**src/rtl/reg_alu_pipe.sv**
```systemverilog
// Parametrised register file with a combinational ALU, a registered write-back
// stage with operand forwarding, and registered result, carry and zero flags.
module reg_alu_pipe #(
    parameter int WIDTH   = 16,
    parameter int AW      = 3,
    parameter int ZERO_R0 = 0
) (
    input  logic             clk,
    input  logic             reset,
    input  logic             in_valid,
    input  logic             sel,
    input  logic             wr,
    input  logic [1:0]       op,
    input  logic [AW-1:0]    rd_addr_a,
    input  logic [AW-1:0]    rd_addr_b,
    input  logic [AW-1:0]    wr_addr,
    input  logic [WIDTH-1:0] d_in,
    output logic [WIDTH-1:0] d_out_a,
    output logic [WIDTH-1:0] d_out_b,
    output logic [WIDTH-1:0] res,
    output logic             res_valid,
    output logic             cout,
    output logic             zero
);
    localparam int NREG = 1 << AW;

    logic [WIDTH-1:0] rf [NREG];
    logic             wb_valid;
    logic [AW-1:0]    wb_addr;
    logic [WIDTH-1:0] wb_data;
    logic [WIDTH:0]   sum;
    logic [WIDTH-1:0] alu;
    logic             r0_a, r0_b;

    // A hard-wired r0 wins over a forwarded value aimed at address 0.
    assign r0_a = (ZERO_R0 != 0) && (rd_addr_a == '0);
    assign r0_b = (ZERO_R0 != 0) && (rd_addr_b == '0);

    assign d_out_a = r0_a ? '0 :
                     (wb_valid && wb_addr == rd_addr_a) ? wb_data : rf[rd_addr_a];
    assign d_out_b = r0_b ? '0 :
                     (wb_valid && wb_addr == rd_addr_b) ? wb_data : rf[rd_addr_b];

    always_comb begin
        sum = '0;
        case (op)
            2'b00:   sum = {1'b0, d_out_a} + {1'b0, d_out_b};
            2'b01:   sum = {1'b0, d_out_a} + {1'b0, ~d_out_b} + {{WIDTH{1'b0}}, 1'b1};
            2'b10:   sum = {1'b0, d_out_a & d_out_b};
            default: sum = {1'b0, d_out_a | d_out_b};
        endcase
    end
    assign alu = sum[WIDTH-1:0];

    always_ff @(posedge clk or negedge reset) begin
        if (!reset) begin
            for (int i = 0; i < NREG; i++) rf[i] <= '0;
        end else if (wb_valid && !((ZERO_R0 != 0) && (wb_addr == '0))) begin
            rf[wb_addr] <= wb_data;
        end
    end

    always_ff @(posedge clk or negedge reset) begin
        if (!reset) begin
            wb_valid <= 1'b0;
            wb_addr  <= '0;
            wb_data  <= '0;
        end else begin
            wb_valid <= in_valid && wr;
            if (in_valid && wr) begin
                wb_addr <= wr_addr;
                wb_data <= sel ? alu : d_in;
            end
        end
    end

    always_ff @(posedge clk or negedge reset) begin
        if (!reset) begin
            res       <= '0;
            cout      <= 1'b0;
            zero      <= 1'b0;
            res_valid <= 1'b0;
        end else begin
            res_valid <= in_valid && sel;
            if (in_valid && sel) begin
                res  <= alu;
                cout <= sum[WIDTH];
                zero <= (alu == '0);
            end
        end
    end
endmodule

```
**config.mk**
```make
export PLATFORM = sky130hd
export DESIGN_NAME = reg_alu_pipe
export DESIGN_NICKNAME = d
export VERILOG_FILES = /design/src/rtl/reg_alu_pipe.sv
export SDC_FILE = /design/constraint.sdc
export NUM_CORES = 1
export LEC_CHECK = 0
export CAP_MARGIN = 20
export CORE_AREA = 8 8 191 193
export DETAILED_ROUTE_END_ITERATION = 6
export DIE_AREA = 0 0 199 201
export HOLD_SLACK_MARGIN = 0.15
export PLACE_DENSITY = 0.5
export RECOVER_POWER = 25
export SLEW_MARGIN = 10
export SYNTH_ARGS = -nofsm -noshare
export SYNTH_HDL_FRONTEND = slang
export SYNTH_SLANG_ARGS = --single-unit
```
**constraint.sdc**
```tcl
create_clock -name clk -period 5.1 [get_ports clk]
set_input_delay 0.51 -clock clk [delete_from_list [all_inputs] [get_ports clk]]
set_output_delay 0.51 -clock clk [all_outputs]
set_load 0.02 [all_outputs]
```
After elaboration in Yosys (flattened, before gate mapping)
Cells that the tools add are included.

Bits in registers: 167. Word-level logic and storage cells: 52. Bits of input ports: 32.

Eq/ne operators: 4. $add $sub $neg: 3. Magnitude comparators: 4. Reduce and logical (&&, ||, !) cells: 7. Bitwise logic cells: 6. Mux-type cells: 13.

Operator list (count): bitwise mux 128 bit (1); 2-to-1 mux 16 bit (8); binary-select mux 16 bit (select 3 bit) (2); case mux 17 bit (3 select lines) (1); demux 16 bit (select 3 bit) (1); adder 16 x 16 -> 17 bit (2); adder 17 x 1 -> 17 bit, second input constant (1); bitwise AND 16 bit (1); zero test 16 bit (1); inverter 16 bit (1); bitwise OR 16 bit (1); >= comparator 4 bit, second input constant (3); inverter 3 -> 4 bit (3); == test 3 bit (2); logical AND 1 bit (5); less-than comparator 4 x 1 -> 1 bit, second input constant (1); == test 2 x 1 -> 1 bit, second input constant (1); == test 2 bit, second input constant (1); zero test 2 bit (1).

Longest topological paths before layout
Gate-level depths: netlist of the first run.

Depth in word-level cells: 10. Gate-level depth with buffers: 19. Gate-level depth less buffers: 16.

Worst setup path after synthesis of the first run
Ideal clock, no wire load.

Path kind: input-to-reg. From: input rd_addr_b[0]. To: register zero. Path slack: 8 ps. Setup time: 92 ps. Buffers on the path: 3. Data arrival time: 5001 ps. Stages on the path: 17. Cells stage by stage: clkbuf_1 -> buf_1 -> xnor2_1 -> nand4_1 -> clkbuf_1 -> nor2_1 -> a21oi_1 -> ha_1 -> inv_1 -> fa_1 -> mux4_2 -> nor4b_1 -> o211ai_1 -> nor4b_2 -> nand4bb_1 -> or4b_1 -> o31ai_2.

Cells in the longest elaborated chain, start to end: 10. Elaborated cells on any way between the ends: 15. Classes of those cells: add/sub: 3; eq/ne: 1; mux: 5; bitwise: 4; reduce/logical: 2.

RTL lines: start, declared (line 15) `input logic [AW-1:0] rd_addr_b,`; inverter 3 -> 4 bit (implied by the code) (line 42) `(wb_valid && wb_addr == rd_addr_b) ? wb_data : rf[rd_addr_b];`; binary-select mux 16 bit (select 3 bit) (line 42); 2-to-1 mux 16 bit (implied by the code) (2 in series) (line 42); 2-to-1 mux 16 bit * (line 42); via d_out_b[0] (line 19) `output logic [WIDTH-1:0] d_out_b,`; inverter 16 bit (line 48) `2'b01: sum = {1'b0, d_out_a} + {1'b0, ~d_out_b} + {{WIDTH{1'b0}}, 1'b1};`; adder 16 x 16 -> 17 bit (line 48); adder 17 x 1 -> 17 bit (line 48); case mux 17 bit (3 select lines) * (line 46) `case (op)`; zero test 16 bit * (line 88) `zero <= (alu == '0);`; end signal, assigned (line 88); end, declared (line 23) `output logic zero`.

The timed path passes the listed nets; every way through them passes the cells marked *. The select of a mux whose other input is x is not followed. A chain may end at the register's enable or synchronous reset.

Worst setup path after layout of the first run
From: input rd_addr_b[2]. To: register zero.

Cells in the longest elaborated chain, start to end: 10. Elaborated cells on any way between the ends: 15. Classes of those cells: add/sub: 3; eq/ne: 1; mux: 5; bitwise: 4; reduce/logical: 2.

RTL lines (line): inverter 3 -> 4 bit (implied by the code) (42); binary-select mux 16 bit (select 3 bit) (42); 2-to-1 mux 16 bit (implied by the code) (2 in series) (42); 2-to-1 mux 16 bit * (42); inverter 16 bit (48); adder 16 x 16 -> 17 bit (48); adder 17 x 1 -> 17 bit (48); case mux 17 bit (3 select lines) * (46); zero test 16 bit * (88).

Every way passes the cells marked *; elsewhere a longest branch is shown, timed or not. The select of a mux whose other input is x is not followed.

==> results.ini, run 1 <==
[outcome]
status=finished with violations
violations=max-capacitance violations, max-slew violations

[worst_hold_path]
hold_class=reg -> reg
hold_end=res[13]
holdPathStages=2
min-delay-start=res[13]

[synthesis]
syn_inst=959
synth_async_sr_flop_share_pct=100.0
postSynthAreaPerCell_um2=11.36
synthXorXnorAreaFrac_pct=1.045
ys_ff_latch=167
yosysTopAreaCellShare_pct=38.37
synth_adder_area_share_pct=5.882
synth_nets=1041
yosys_warnings=0
synth_mux_area_share_pct=31.85
synth_cell_types=65
synth-edff-count=0
netlist_area_um2=10890
yosys.area.top_type=dfrtp_1
synth-main-ff-cell=dfrtp_1
yosys.area_share.simple_pct=8.387
synth.area.top_cells=dfrtp_1 38%, mux2_2 14%, mux4_2 13%
synth-compound-area-share_pct=9.731
synth_top_family_by_area=multiplexers
ys_seq_area_share_pct=38.37

[sta]
rsz0062_at_grt=no
period_minus_slack_ns=4.461
fin_tns_setup_ns=0
timing.fmax_mhz=224.2
final-setup-viol-count=0
hold_viol=0
relSlewSlack_pct=-170.8
drv_slew=126
tightest_slew_ns=4.061
post-route-period-util_pct=87.46
fin_skew_ns=0.01059

[cells_and_area]
nets=1139
layout-drive-gt1-share_pct=30.15
area_growth_pct=20.53
fillCellCount=3252
final_cells=1516
final_util_pct=39.44
diodes=0

[die]
core_um2=33280
dieWidth_um=199
die_area_um2=40000
die_y_um=201
placementRows=67
initial_utilization_pct=32.72
io_pins=83

[setup_path]
reg2reg_slack_ns=0.76
crit_arrival_ns=4.80
r2r_end=zero
crit_fanout=9
worstReg2RegStart=wb_addr[2]
critPathCaptureType=flop
crit_type=in -> reg
rr_worst_depth=16
cp.required_ns=5.44
worst_setup_path_start_kind=input port

[clock_network]
cts_sinks=167
clk_pin_slew_worst_paths_ns=0.07
clk-insertion-delay-late_ns=0.43
cts_root_buffer=clkbuf_16
htreeDepth=4
cts_tree=built
cts_hold_buf=0
cts_buffer_depth=2
ctsResizeCount=0
post-cts-setup-buffer-count=0
numCtsBuffers=17

[drt]
via_per_inst=5.193
antenna_left=0
drt_iter0_drc=550
drt_wl_total_um=31530
drc_errors=0
dr.pass1.iters=5
wire_per_inst_um=20.80
num_vias=7873

[placement]
dp_hpwl_um=23380
dp.cells=1486
gp_congestion=0.8620
io_buffers=82

[global_routing]
antenna_found_initial=0
grt_pass1_wl_um=49310
grt_max_degree=89
grt_pass1_vias=8062
grt_usage_pct=16.10
overflow=0

[power_and_ir_drop]
ir_worst_vdd_v=0.0002336
leakagePower_nw=5.924
cellPowerDensity_nw_per_um2=622.7

[flow_run]
maxCapViolCount=2

==> logic make-up after synthesis <==
family,after synthesis
buffers and inverters,124
and+or+nand+nor,193
xor gates and xnor gates,13
DFF,167
adders and majority gates,50
AOI/OAI and AO/OA,164
muxes,248
==> placed cells by master (no fill, tap or decap), types with 8 or more instances in the layout <==
master	n
mux2i_1	45
a21o_1	25
mux4_2	65
clkdlybuf4s50_1	78
nand2_1	55
nor3_1	11
dfrtp_1	167
buf_4	72
nand2b_1	9
ha_1	48
a21oi_1	44
inv_1	46
nor2_1	71
mux2_2	138
xnor2_1	12
clkbuf_16	17
a211oi_1	9
nor2b_1	8
o21ai_0	37
==> cells in the mapped netlist, types with 4 or more instances <==
| cell | n |
|---|---|
| buf_1 | 8 |
| nand2_1 | 55 |
| buf_2 | 7 |
| a21oi_1 | 44 |
| xnor2_1 | 12 |
| nor2b_1 | 8 |
| clkbuf_1 | 56 |
| a21o_1 | 25 |
| mux2_2 | 138 |
| nand4_1 | 4 |
| or3_1 | 5 |
| o21ai_0 | 37 |
| dfrtp_1 | 167 |
| buf_6 | 4 |
| o21ai_1 | 4 |
| inv_1 | 46 |
| nand4b_1 | 4 |
| nor2_1 | 71 |
| mux2i_1 | 45 |
| nand3_1 | 7 |
| nand2b_1 | 9 |
| ha_1 | 48 |
| a31oi_1 | 7 |
| a211oi_1 | 9 |
| mux4_2 | 65 |
| nor3_1 | 13 |
==> power by group <==
| part | internal, mW | total (mW) | switching, mW |
|---|---|---|---|
| logic | 2.22 | 4.42 | 2.20 |
| registers | 1.89 | 2.37 | 0.484 |
| clock network | 0.817 | 1.38 | 0.567 |
| total | 4.92 | 8.17 | 3.25 |
==> through the flow <==
step / worst slack, ns / hold WS (ns) / power (mW) / cell area, µm²
after floorplan: 0.007591 / 0.2144 / 5.196 / 10890
after global placement: 0.06332 / 0.4616 / 6.779 / 12520
after detailed placement: 0.01979 / 0.4681 / 6.806 / 12520
after CTS: 0.4706 / 0.1907 / 8.220 / 13130
after global routing: 0.2452 / 0.5170 / 8.767 / 13130
final: 0.6395 / 0.4821 / 8.174 / 13130
==> critical path: stages <==
cell and delay [ns]:
clkdlybuf4s50_1 0.43, xnor2_1 0.30, nand4_1 0.30, buf_4 0.26, nor2_1 0.09, a21oi_1 0.09, ha_1 0.26, fa_1 0.43
nand3_1 0.12, a21boi_1 0.10, o21ai_0 0.33, a2111o_1 0.20, o221ai_1 0.14, nor4b_2 0.37, nand4bb_1 0.15, or4b_1 0.50
o31ai_2 0.21
==> sequential cells by signal (all words and copies together) (netlist names) <==
name / cells
wb_addr: 3
cout: 1
wb_data: 16
res: 16
zero: 1
rf: 128
wb_valid: 1
res_valid: 1
==> worst max path at each step <==
| stage | depth (start not counted) | slack (ns) | to | from |
|---|---|---|---|---|
| after global placement | 15 | 0.06 | zero | rd_addr_b[2] |
| final | 17 | 0.64 | zero | rd_addr_b[2] |
| after floorplan | 17 | 0.008 | zero | rd_addr_b[0] |
| after CTS | 15 | 0.47 | zero | rd_addr_b[2] |
| after global routing | 17 | 0.25 | zero | rd_addr_b[2] |
| after detailed placement | 16 | 0.02 | zero | rd_addr_b[2] |
==> area by class of cell <==
| class | count | area [µm²] | area share [%] |
|---|---|---|---|
| Clock buffer | 18 | 429.2 | 3.269 |
| Timing Repair Buffer | 157 | 1390 | 10.59 |
| Inverter | 46 | 172.7 | 1.315 |
| Tap cell | 448 | 560.5 | 4.270 |
| Sequential cell | 167 | 4179 | 31.84 |
| Multi-Input combinational cell | 668 | 6216 | 47.36 |
| Clock inverter | 12 | 178.9 | 1.363 |
==> per-layer routing <==
metal | wire (µm) | GRT usage [%] | share of wire (%)
met1 | 14570 | 21.49 | 46
met2 | 15320 | 26.71 | 49
met3 | 1110 | 2.682 | 3.5
met4 | 524 | 4.077 | 1.7
met5 | 0 | 0 | 0
Power figures use the tool's default switching activity.
==> run 2, diff against run 1 <==
==> constraint.sdc (replaced) <==
create_clock -name clk -period 5.1 [get_ports clk]
set_input_delay 0.51 -clock clk [delete_from_list [all_inputs] [get_ports clk]]
set_output_delay 0.51 -clock clk [all_outputs]
set_load 0.1 [all_outputs]
==> run 2 against run 1 <==
The flow still finishes with violations (max-capacitance violations, max-slew violations). Via count shrank 0.89%. Total power up 17%. Clock skew grew 0.0021 ns. Die area unchanged. Clock power decreased by 5%. Combinational power up 33%. Fmax is 0.56% lower. Sequential share of layout area down 0.67 points. Critical path depth down 3. Cell count is 0.46% lower. Setup slack worse by 0.025 ns. Worst hold slack worse by 0.010 ns.
==> results.ini, run 2 (synthesis results as in run 1) <==
[placement]
io_buffers=82  ; unchanged
dp_hpwl_um=24050  ; +2.8%
gp_congestion=0.8580  ; -0.46%

[setup_path]
worstReg2RegStart=wb_addr[0]
crit_type=in -> reg
worst_setup_path_start_kind=input port
cp_slowest_cell=clkdlybuf4s50_1
critPathCaptureType=flop
cp_cell_sequence=clkdlybuf4s50_1 > buf_4 > mux2i_1 > a21o_1 > clkinvlp_4 > ha_2 > fa_1 > mux4_2 > nor4b_1 > o211ai_1 > nor4b_2 > nand4bb_1 > or4b_1 > o31ai_2
crit_arrival_ns=4.84  ; +0.04 ns
startpoint=rd_addr_a[2]
reg2reg_slack_ns=0.65  ; -0.11 ns
crit_fanout=9  ; unchanged
slowest_delay_ns=0.56  ; +0.06 ns
cp.required_ns=5.45  ; about the same

[sta]
fin_skew_ns=0.01264  ; +0.002052 ns
fin_tns_setup_ns=0  ; unchanged
drv_slew=133  ; +5.6%
post-route-period-util_pct=87.96  ; +0.50 points
final-setup-viol-count=0  ; unchanged
hold_viol=0  ; unchanged
period_minus_slack_ns=4.486  ; +0.02525 ns
tightest_slew_ns=2.376  ; -1.685 ns
relSlewSlack_pct=-58.43  ; +110 points
rsz0062_at_grt=no
timing.fmax_mhz=222.9  ; -0.56%

[die]
core_um2=33280  ; unchanged
die_area_um2=40000  ; unchanged
initial_utilization_pct=32.72  ; unchanged
dieWidth_um=199  ; unchanged
die_y_um=201  ; unchanged
placementRows=67  ; unchanged
io_pins=83  ; unchanged

[clock_network]
clk_pin_slew_worst_paths_ns=0.07  ; about the same
cts_tree=built
cts_sinks=167  ; unchanged
numCtsBuffers=17  ; unchanged
cts_hold_buf=0  ; unchanged
clk-insertion-delay-late_ns=0.44  ; about the same
post-cts-setup-buffer-count=0  ; unchanged
htreeDepth=4  ; unchanged
cts_buffer_depth=2  ; unchanged
ctsResizeCount=0  ; unchanged
cts_root_buffer=clkbuf_16

[drt]
via_per_inst=5.171  ; -0.43%
dr.pass1.iters=5  ; unchanged
drt_wl_total_um=31830  ; +0.97%
num_vias=7803  ; -0.89%
drc_errors=0  ; unchanged
wire_per_inst_um=21.10  ; +1.4%
antenna_left=0  ; unchanged
drt_iter0_drc=469  ; -15%

[cells_and_area]
final_common_cell=dfrtp_1
largest_register_ffs=128  ; unchanged
final_util_pct=40.29  ; +0.85 points
nets=1130  ; -0.79%
diodes=0  ; unchanged
final_cell_mix=167 x dfrtp_1, 138 x mux2_2, 71 x nor2_1
layout-drive-gt1-share_pct=34.21  ; +4.1 points
area_growth_pct=23.13
largest-register=rf
reg.largest.list=rf (128), res (16), wb_data (16)
fillCellCount=3184  ; -2.1%

[global_routing]
grt_pass1_wl_um=48870  ; -0.91%
overflow=0  ; unchanged
grt_max_degree=91  ; +2.2%
grt_usage_pct=16.01  ; -0.098 points
antenna_found_initial=0  ; unchanged
grt_pass1_vias=7990  ; -0.89%

[power_and_ir_drop]
cellPowerDensity_nw_per_um2=712.9  ; +14%
ir_worst_vdd_v=0.0003847  ; +65%
pwr-share-seq_pct=25.0  ; -4.0 points
netSwitchingFraction_pct=47.25  ; +7.5 points
power_frac_clock_pct=13.7  ; -3.2 points
internal_power_mw=5.042  ; +2.5%
power_frac_comb_pct=61.4  ; +7.3 points
p_switching_mw=4.517  ; +39%
leakagePower_nw=6.014  ; +1.5%

[outcome]
violations=max-capacitance violations, max-slew violations
status=finished with violations

[worst_hold_path]
min-delay-start=cout
hold_class=reg -> reg

[flow_run]
maxCapViolCount=2  ; unchanged

==> run 2: cell types whose count changed in the layout (fill, tap and decap cells not counted), moves of 4 or more <==
cell,before,now
clkdlybuf4s50_1,78,45
buf_12,2,28
a21oi_1,44,29
a21oi_4,0,11
a21oi_2,1,5
==> run 2: cell type report <==
type	instances	area, µm²	area share, %
Multi-Input combinational cell	668	6357	47.41
Clock inverter	8	96.34	0.7185
Clock buffer	24	481.7	3.592
Sequential cell	167	4179	31.17
Tap cell	448	560.5	4.180
Timing Repair Buffer	148	1558	11.62
Inverter	46	176.4	1.316
==> run 2: final timing paths <==
check	endpoint	depth (start not counted)
setup / recovery	zero	14
hold / removal	cout	2
setup reg to reg	zero	14
hold reg to reg	cout	2
max in group asynchronous	res[15]	2
min in group asynchronous	rf[18]	1
==> run 2: metrics by stage <==
stage / cell area [µm²] / worst slack, ns / power [mW] / hold slack, ns / std cells
3_5_place_dp: 12840 / 0.1287 / 8.285 / 0.4610 / 1477
6_report: 13410 / 0.6143 / 9.559 / 0.4716 / 1509
3_3_place_gp: 12840 / 0.1293 / 8.227 / 0.4610 / 1477
4_1_cts: 13420 / 0.5635 / 9.615 / 0.1857 / 1509
2_1_floorplan: 11050 / 0.01554 / 6.478 / 0.2144 / 959
5_1_grt: 13410 / 0.3699 / 10.12 / 0.4986 / 1509
==> run 2: power groups by stage <==
stage	logic [mW]	registers, mW	clock network (mW)
finish	5.87	2.39	1.31
global route	6.24	2.49	1.39
CTS	5.90	2.38	1.34
detailed placement	5.88	2.40	0
global placement	5.85	2.38	0
floorplan	3.88	2.60	0
==> run 2: worst max-delay path: cells and delay by family <==
| family | cells | cell delay [ns] |
|---|---|---|
| simple gates | 4 | 1.30 |
| buf+inv | 3 | 0.98 |
| mux | 2 | 0.76 |
| fa+ha+maj | 2 | 0.65 |
| compound gates | 3 | 0.62 |
==> run 2: per-layer routing <==
| metal | vias up | global-route usage, % | wire length [µm] |
|---|---|---|---|
| met5 | - | 0 | 0 |
| met2 | 143 | 27.45 | 15860 |
| met4 | 0 | 4.739 | 498 |
| met3 | 22 | 2.280 | 1028 |
| met1 | 3973 | 20.55 | 14440 |
| li1 | 3665 | - | - |
==> run 3, diff against run 2 <==
--- a/config.mk
+++ b/config.mk
@@ -9,7 +9,6 @@
 export CORE_AREA = 8 8 191 193
 export DETAILED_ROUTE_END_ITERATION = 6
 export DIE_AREA = 0 0 199 201
-export HOLD_SLACK_MARGIN = 0.15
 export PLACE_DENSITY = 0.5
 export RECOVER_POWER = 25
 export SLEW_MARGIN = 10
==> results of run 3 <==
Final layout, timing and power as in run 2 (identical DEF).
